## src/rtl/phase_stall_control_if.sv

```systemverilog
// Phase bus and data-memory handshake between the phase counter, the stall
// controller (slave) and the counter/memory side that drives it (master).
interface phase_stall_control_if;
    logic [3:0] phase;
    logic       memRead;
    logic       memWrite;
    logic       memAck;
    logic       memReq;
    logic       memWe;
    logic       notUpdate;

    modport master (
        output phase,
        output memRead,
        output memWrite,
        output memAck,
        input  memReq,
        input  memWe,
        input  notUpdate
    );

    modport slave (
        input  phase,
        input  memRead,
        input  memWrite,
        input  memAck,
        output memReq,
        output memWe,
        output notUpdate
    );
endinterface

```

## src/rtl/phase_stall_control.sv

```systemverilog
// Stalls the 4-phase counter during the memory phase until data memory acks,
// and flags illegal phase values/sequences seen on the phase bus.
module phase_stall_control #(
    parameter int MEM_PHASE = 2,
    parameter int TIMEOUT   = 8
) (
    input  logic                         clock,
    input  logic                         reset,
    phase_stall_control_if.slave         bus,
    input  logic                         clearError,
    output logic                         phaseError,
    output logic                         timeoutError
);

    typedef enum logic {
        IDLE,
        REQ
    } state_t;

    state_t     state;
    state_t     nextState;
    logic [7:0] waitCount;
    logic       memReqReg;
    logic       memWeReg;
    logic       holdReq;
    logic       timeoutHit;
    logic       hit;
    logic       access;
    logic       lastWait;
    logic [3:0] prevPhase;
    logic       prevHold;
    logic       phaseBad;
    logic [3:0] prevRotated;

    function automatic logic isOneHot(input logic [3:0] v);
        return (v != 4'b0000) && ((v & (v - 4'd1)) == 4'b0000);
    endfunction

    assign hit         = bus.phase[MEM_PHASE] & isOneHot(bus.phase);
    assign access      = bus.memRead | bus.memWrite;
    assign lastWait    = (waitCount == 8'(TIMEOUT - 1));
    assign prevRotated = {prevPhase[2:0], prevPhase[3]};

    // The hold must already be low during reset, not just after the next edge
    assign bus.notUpdate = holdReq & reset;
    assign bus.memReq    = memReqReg;
    assign bus.memWe     = memWeReg;

    always_comb begin
        nextState  = state;
        holdReq    = 1'b0;
        timeoutHit = 1'b0;
        case (state)
            IDLE: begin
                if (hit && access) begin
                    holdReq   = 1'b1;
                    nextState = REQ;
                end
            end
            REQ: begin
                if (bus.memAck) begin
                    nextState = IDLE;
                end else if (lastWait) begin
                    nextState  = IDLE;
                    timeoutHit = 1'b1;
                end else begin
                    holdReq = 1'b1;
                end
            end
            default: nextState = IDLE;
        endcase
    end

    always_ff @(posedge clock or negedge reset) begin
        if (!reset) begin
            state     <= IDLE;
            memReqReg <= 1'b0;
            memWeReg  <= 1'b0;
            waitCount <= 8'd0;
        end else begin
            state <= nextState;
            case (state)
                IDLE: begin
                    if (hit && access) begin
                        memReqReg <= 1'b1;
                        memWeReg  <= bus.memWrite;
                        waitCount <= 8'd0;
                    end
                end
                REQ: begin
                    if (bus.memAck || lastWait) begin
                        memReqReg <= 1'b0;
                        memWeReg  <= 1'b0;
                    end else begin
                        waitCount <= waitCount + 8'd1;
                    end
                end
                default: begin
                    memReqReg <= 1'b0;
                    memWeReg  <= 1'b0;
                end
            endcase
        end
    end

    // A zero phase is never illegal; it also blanks the sequence check next cycle
    always_comb begin
        phaseBad = 1'b0;
        if (bus.phase != 4'b0000) begin
            if (!isOneHot(bus.phase)) begin
                phaseBad = 1'b1;
            end else if (prevHold && prevPhase != 4'b0000) begin
                phaseBad = (bus.phase != prevPhase);
            end else if (!prevHold && isOneHot(prevPhase)) begin
                phaseBad = !((bus.phase == prevRotated) ||
                             (bus.phase == prevPhase)   ||
                             (bus.phase == 4'b0001));
            end
        end
    end

    always_ff @(posedge clock or negedge reset) begin
        if (!reset) begin
            prevPhase    <= 4'b0000;
            prevHold     <= 1'b0;
            phaseError   <= 1'b0;
            timeoutError <= 1'b0;
        end else begin
            prevPhase <= bus.phase;
            prevHold  <= bus.notUpdate;
            if (phaseBad) begin
                phaseError <= 1'b1;
            end else if (clearError) begin
                phaseError <= 1'b0;
            end
            if (timeoutHit) begin
                timeoutError <= 1'b1;
            end else if (clearError) begin
                timeoutError <= 1'b0;
            end
        end
    end

endmodule

```

## src/flat_wrapper.sv

```systemverilog
// flat-port wrapper written by rule: the top's interface ports become plain ports
module phase_stall_control_flat 
#(
    parameter int MEM_PHASE = 2,
    parameter int TIMEOUT   = 8
)
  (clock, reset, clearError, phaseError, timeoutError, bus_phase, bus_memRead, bus_memWrite, bus_memAck, bus_memReq, bus_memWe, bus_notUpdate);
  phase_stall_control_if bus_i ();
  input  logic clock;
  input  logic reset;
  input  logic clearError;
  output logic phaseError;
  output logic timeoutError;
  input wire logic [$bits(bus_i.phase)-1:0] bus_phase;
  input wire logic [$bits(bus_i.memRead)-1:0] bus_memRead;
  input wire logic [$bits(bus_i.memWrite)-1:0] bus_memWrite;
  input wire logic [$bits(bus_i.memAck)-1:0] bus_memAck;
  output wire logic [$bits(bus_i.memReq)-1:0] bus_memReq;
  output wire logic [$bits(bus_i.memWe)-1:0] bus_memWe;
  output wire logic [$bits(bus_i.notUpdate)-1:0] bus_notUpdate;
  assign bus_i.phase = bus_phase;
  assign bus_i.memRead = bus_memRead;
  assign bus_i.memWrite = bus_memWrite;
  assign bus_i.memAck = bus_memAck;
  assign bus_memReq = bus_i.memReq;
  assign bus_memWe = bus_i.memWe;
  assign bus_notUpdate = bus_i.notUpdate;
  phase_stall_control #(.MEM_PHASE(MEM_PHASE), .TIMEOUT(TIMEOUT)) u_core (.clock(clock), .reset(reset), .bus(bus_i), .clearError(clearError), .phaseError(phaseError), .timeoutError(timeoutError));
endmodule
```

## config.mk

```make
export PLATFORM = sky130hd
export DESIGN_NAME = phase_stall_control_flat
export DESIGN_NICKNAME = d
export VERILOG_FILES = /design/src/rtl/phase_stall_control_if.sv /design/src/rtl/phase_stall_control.sv /design/src/flat_wrapper.sv
export SDC_FILE = /design/constraint.sdc
export NUM_CORES = 1
export LEC_CHECK = 0
export ABC_AREA = 1
export BUFFER_PORTS_ARGS = -buffer_cell sky130_fd_sc_hd__buf_2
export CAP_MARGIN = 20
export CORE_MARGIN = 2
export CORE_UTILIZATION = 55
export CTS_CLUSTER_DIAMETER = 30
export CTS_CLUSTER_SIZE = 24
export DETAILED_ROUTE_END_ITERATION = 8
export PLACE_DENSITY_LB_ADDON = 0.1
export SLEW_MARGIN = 5
export SYNTH_ARGS = -nofsm -noshare
export SYNTH_HDL_FRONTEND = slang
export SYNTH_SLANG_ARGS = --single-unit
```

## constraint.sdc

```tcl
create_clock -name clock -period 1.9 [get_ports clock]
set_input_delay 0.19 -clock clock [delete_from_list [all_inputs] [get_ports clock]]
set_output_delay 0.19 -clock clock [all_outputs]
set_load 0.02 [all_outputs]
```

== After elaboration in Yosys (flattened, before gate mapping) ==
Index checks and enable logic that the tools add are counted.
Operators by class
  $add $sub $neg: 3
  equality and inequality tests: 8
  muxes and demuxes: 22
  bitwise logic cells: 6
  reductions and logical operators: 18
Operator list (number)
  1-bit two-way mux: 16
  8-bit two-way mux: 2
  8-bit case mux with 2 select lines: 1
  8-bit by 1-bit adder with 8-bit output (second input constant): 1
  4-bit AND: 2
  4-bit == test: 2
  8-bit by 3-bit == test with 1-bit output (second input constant): 1
  4-bit zero test: 2
  4-bit nonzero test: 2
  4-bit by 1-bit subtractor with 4-bit output (second input constant): 2
  1-bit case mux with 2 select lines: 3
  1-bit logical AND: 5
  4-bit by 1-bit == test with 1-bit output (second input constant): 1
  2-bit != test (second input constant): 2
  4-bit != test: 1
  2-bit AND reduction: 2
  2-bit nonzero test: 2
  1-bit logical OR: 3
  1-bit AND: 2
  1-bit zero test: 2
  2-bit by 1-bit != test with 1-bit output (second input constant): 1
  1-bit NOT: 1
  1-bit bitwise OR: 1
Storage, ports and cells
  bits in registers: 18
  input bits: 10
  output and inout bits: 5
  word-level logic and storage cells: 65

== Depth between registers and ports, before layout ==
  depth in word-level cells: 10
  mapped depth: 11
  mapped depth without buffers: 11

== Worst setup path after synthesis ==
No wires, ideal clock.
  kind: register -> output
  from: reg u_core.waitCount[0]
  to: out bus_notUpdate
  arrival time: 1.403 ns
  data required time: 1.710 ns
  path slack: 0.307 ns
  stages on the path, launching flop included: 9
  path buffers: 0
  cells stage by stage: dfrtp_1 -> ha_1 -> nand2_1 -> nor3_1 -> nand2_1 -> nand3_4 -> nand2_4 -> inv_1 -> nor2_1
Between the ends
  cells in the longest elaborated chain, start to end: 5
Ends and longest elaborated chain
  start: declaration: RTL line phase_stall_control.sv:22  | logic [7:0] waitCount;
  start signal: assignment: RTL line phase_stall_control.sv:95  | waitCount <= waitCount + 8'd1;
  8-bit by 3-bit == test with 1-bit output: RTL line phase_stall_control.sv:41  | assign lastWait = (waitCount == 8'(TIMEOUT - 1));
  1-bit two-way mux: RTL line phase_stall_control.sv:63  | end else if (lastWait) begin
  1-bit two-way mux: RTL line phase_stall_control.sv:61  | if (bus.memAck) begin
  1-bit case mux with 2 select lines: RTL line phase_stall_control.sv:53  | case (state)
  1-bit AND: RTL line phase_stall_control.sv:45  | assign bus.notUpdate = holdReq & reset;
  end: declaration: RTL line flat_wrapper.sv:20  | output wire logic [$bits(bus_i.notUpdate)-1:0] bus_notUpdate;
No other way between the ends.

== Worst setup path after layout ==
  from: reg u_core.waitCount[1]
  to: out bus_notUpdate
The elaborated chain is that of the path after synthesis.

==> impl_metrics.yaml <==
synth:
  synth.most_common_cell: "nand2_1"
  synth.distinct_cells: 23
  synth_edf_count: 0
  ys_ff_latch: 18
  syn_area_sq_mm: 0.00106
  netlist_instances: 142
  yosys-top-cells-area: "dfrtp_1 (42%), nand2_1 (18%), inv_1 (5.7%)"
  synth_ff_type: "dfrtp_1"
  synth_commonest_cells: "nand2_1 (51), dfrtp_1 (18), inv_1 (16), nor2_1 (16), nand3_1 (8)"
  synth_warnings: 0
  yosys.area.top_type_share_pct: 42.4
  async_flop_share_pct: 100
  ys_seq_area_share_pct: 42.4
  synth_area_leader_cell: "dfrtp_1"
  syn_avg_cell_area_sq_um: 7.48
  syn_nets: 153
hold_path:
  worstHoldEndpoint: "u_core.prevPhase[2]"
  whs_path_depth: 1
  hold_path_startpoint: "bus_phase[2]"
  min_path_type: "in -> reg"
placement:
  dp_hpwl_mm: 1.61
  placed_area_sq_mm: 0.00116
  portBuffers: 14
  place.gp.congestion: 0.844
  dp_slack_ns: 0.211
timing:
  slew_viol_final: 0
  fmax_mhz: 555
  fin_crit_ns: 1.80
  setup_viol: 0
  slew_headroom_pct: 75.2
  fin_crit_sh_pct: 94.8
  worst_pin_slew_ns: 0.371
  worst_slack_ns: 0.0995
  skew_ns: 0.00160
  hold_violations: 0
worst_setup_path:
  slowest_delay_ns: 0.40
  path_class: "reg -> out"
  rr_worst_depth: 9
  crit_family: "simple AND/OR/NAND/NOR gates"
  crit_slowest_cell: "dfrtp_1"
  crit_fanout: 5
  critPathBufInv: 2
  r2r_start: "u_core.waitCount[1]"
  critPathLaunch: "u_core.waitCount[1]"
  cp-start-kind: "register"
  cp_data_required_time_ns: 1.71
  cp-end-kind: "output port"
  path_cells: "ha_2, nand2_2, nor3_2, nand2_1, nand3_4, nand2_4, inv_2, nor2_4, buf_6"
  r2r-end: "u_core.waitCount[2]"
  crit_arrival_ns: 1.61
  reg2reg_setup_slack_ns: 0.40
detailed_routing:
  drcViolationCount: 0
  routed_wirelength_mm: 2.29
  ant_nets: 0
  wl_per_cell_microns: 11.9
  vias: 929
  drt_iter0_drc: 19
  dr.pass1.iters: 4
  via_per_inst: 4.81
clock_network:
  clk_pin_slew_ns: 0.10
  cts_tree: "done"
  cts_sinks: 18
  clock_path_buffers: 2
  clk_latency_ns: 0.29
  root_buffer: "clkbuf_4"
  cts_buffers: 3
  htree_num_levels: 1
finish:
  syn_to_final_growth_pct: 20.7
  nets: 180
  postLayoutCellArea_sq_mm: 0.00128
  n_antenna_cell: 0
  n_fill_cell: 146
  drive_gt1_share_pct: 28.0
power_and_ir_drop:
  p_clk_share_pct: 26.3
  power_density_mw_per_mm2: 695
  power_frac_comb_pct: 23.9
  power_frac_seq_pct: 49.8
  ir_drop_uv: 480
  leakagePower_nw: 0.716
  p_switching_mw: 0.270
  power.internal_mw: 0.621
  p_sw_share_pct: 30.3
global_routing:
  overflow: 0
  grt_pass1_wl_mm: 3.61
  antenna_found_initial: 0
  first_global_vias: 872
  track_usage_pct: 22.7
  grt_max_degree: 19
floorplanning:
  die-area_sq_mm: 0.00230
  die_height_microns: 47.9
  std_cell_rows: 15
  initial_core_util_pct: 60.2
  coreArea_sq_mm: 0.00176
  die_x_microns: 47.9
  io_pins: 15
flow_run:
  max_cap_viol_count: 0
outcome:
  outcome: "complete, no violations"
==> how the worst max path moves through the flow <==
stage                    endpoint  slack, ns  depth (start not counted)
floorplan           bus_notUpdate       0.31                          8
global placement    bus_notUpdate       0.29                          9
CTS                 bus_notUpdate       0.03                          9
detailed placement  bus_notUpdate       0.21                          9
finish              bus_notUpdate        0.1                          9
global route        bus_notUpdate     -0.001                          9
==> cells in the final DEF, fill, tap and decap left out, types with 2 or more instances in the layout <==
cell type and count:
dfrtp_1 18, inv_2 5, buf_2 13, nor2_1 15, nand2_1 50, a21oi_2 2, inv_1 15, a21oi_1 3
nand2_2 2, nand2_4 3, o21ai_0 3, o21ai_2 2, nand3_1 8, xnor2_1 4, clkbuf_4 3, buf_4 9
==> area by class of cell <==
class | instances | area, sq um | share of cell area, %
Multi-Input combinational cell | 102 | 536 | 41.8
Sequential cell | 18 | 450 | 35.1
Timing Repair Buffer | 24 | 154 | 12.0
Inverter | 20 | 75.1 | 5.85
Clock buffer | 4 | 36.3 | 2.83
Tap cell | 25 | 31.3 | 2.44
==> per-stage QoR <==
step / TNS (ns) / cells / power (mW) / hold slack [ns] / util [%]
finish: 0 / 193 / 0.891 / 0.0658 / 72.7
global route: -0.00145 / 193 / 0.950 / 0.0505 / 72.7
CTS: 0 / 191 / 0.891 / 0.0566 / 71.1
detailed placement: 0 / 181 / 0.631 / 0.175 / 65.7
global placement: 0 / 181 / 0.625 / 0.166 / 65.7
floorplan: 0 / 142 / 0.575 / -0.106 / -
==> state kept, by name (all words and copies together), names as in the netlist <==
name,flops
u_core.bus.memReq,1
u_core.bus.memWe,1
u_core.phaseError,1
u_core.prevHold,1
u_core.prevPhase,4
u_core.state,1
u_core.timeoutError,1
u_core.waitCount,8
==> kinds of logic (layout without fill, tap and decap cells) <==
logic type | after synthesis | in the layout | synth area share (%)
adders and majority gates | 1 | 1 | 1.18
buffers and inverters | 22 | 48 | 8.83
and+or+nand+nor | 85 | 85 | 36.9
DFF | 18 | 18 | 42.4
AOI/OAI and AO/OA | 11 | 11 | 6.60
xor gates and xnor gates | 5 | 5 | 4.12
==> worst register-to-register path, delay by kind of cell, from the launching register on <==
| family | cells | cell delay, ns |
|---|---|---|
| AOI/OAI and AO/OA | 1 | 0.13 |
| adders and majority gates | 1 | 0.19 |
| buffers and inverters | 1 | 0.18 |
| DFF | 1 | 0.37 |
| and+or+nand+nor | 6 | 0.54 |
==> power groups by stage <==
| stage | clock network [mW] | registers [mW] | logic (mW) |
|---|---|---|---|
| 2_1_floorplan | 0 | 0.460 | 0.115 |
| 3_3_place_gp | 0 | 0.452 | 0.173 |
| 3_5_place_dp | 0 | 0.454 | 0.177 |
| 4_1_cts | 0.244 | 0.443 | 0.204 |
| 5_1_grt | 0.264 | 0.449 | 0.237 |
| 6_report | 0.234 | 0.444 | 0.213 |
==> what timing repair did <==
action / CTS / global route
hold buffers: 1 / 0
setup buffers: 5 / 2
endpoints found under the setup margin: 1 / 1
hold endpoints to repair: 18 / 0
cloned: 0 / 0
resized for setup: 4 / 4
pin swaps: 2 / 3
==> routing by layer <==
metal | track usage (%) | vias up | wire (microns)
li1 | - | 488 | -
met1 | 31.9 | 407 | 1100
met2 | 34.9 | 26 | 1010
met3 | 2.26 | 8 | 107
met4 | 10.8 | 0 | 65
met5 | 0 | - | 0
No activity file was read; power rests on OpenSTA's default activity.
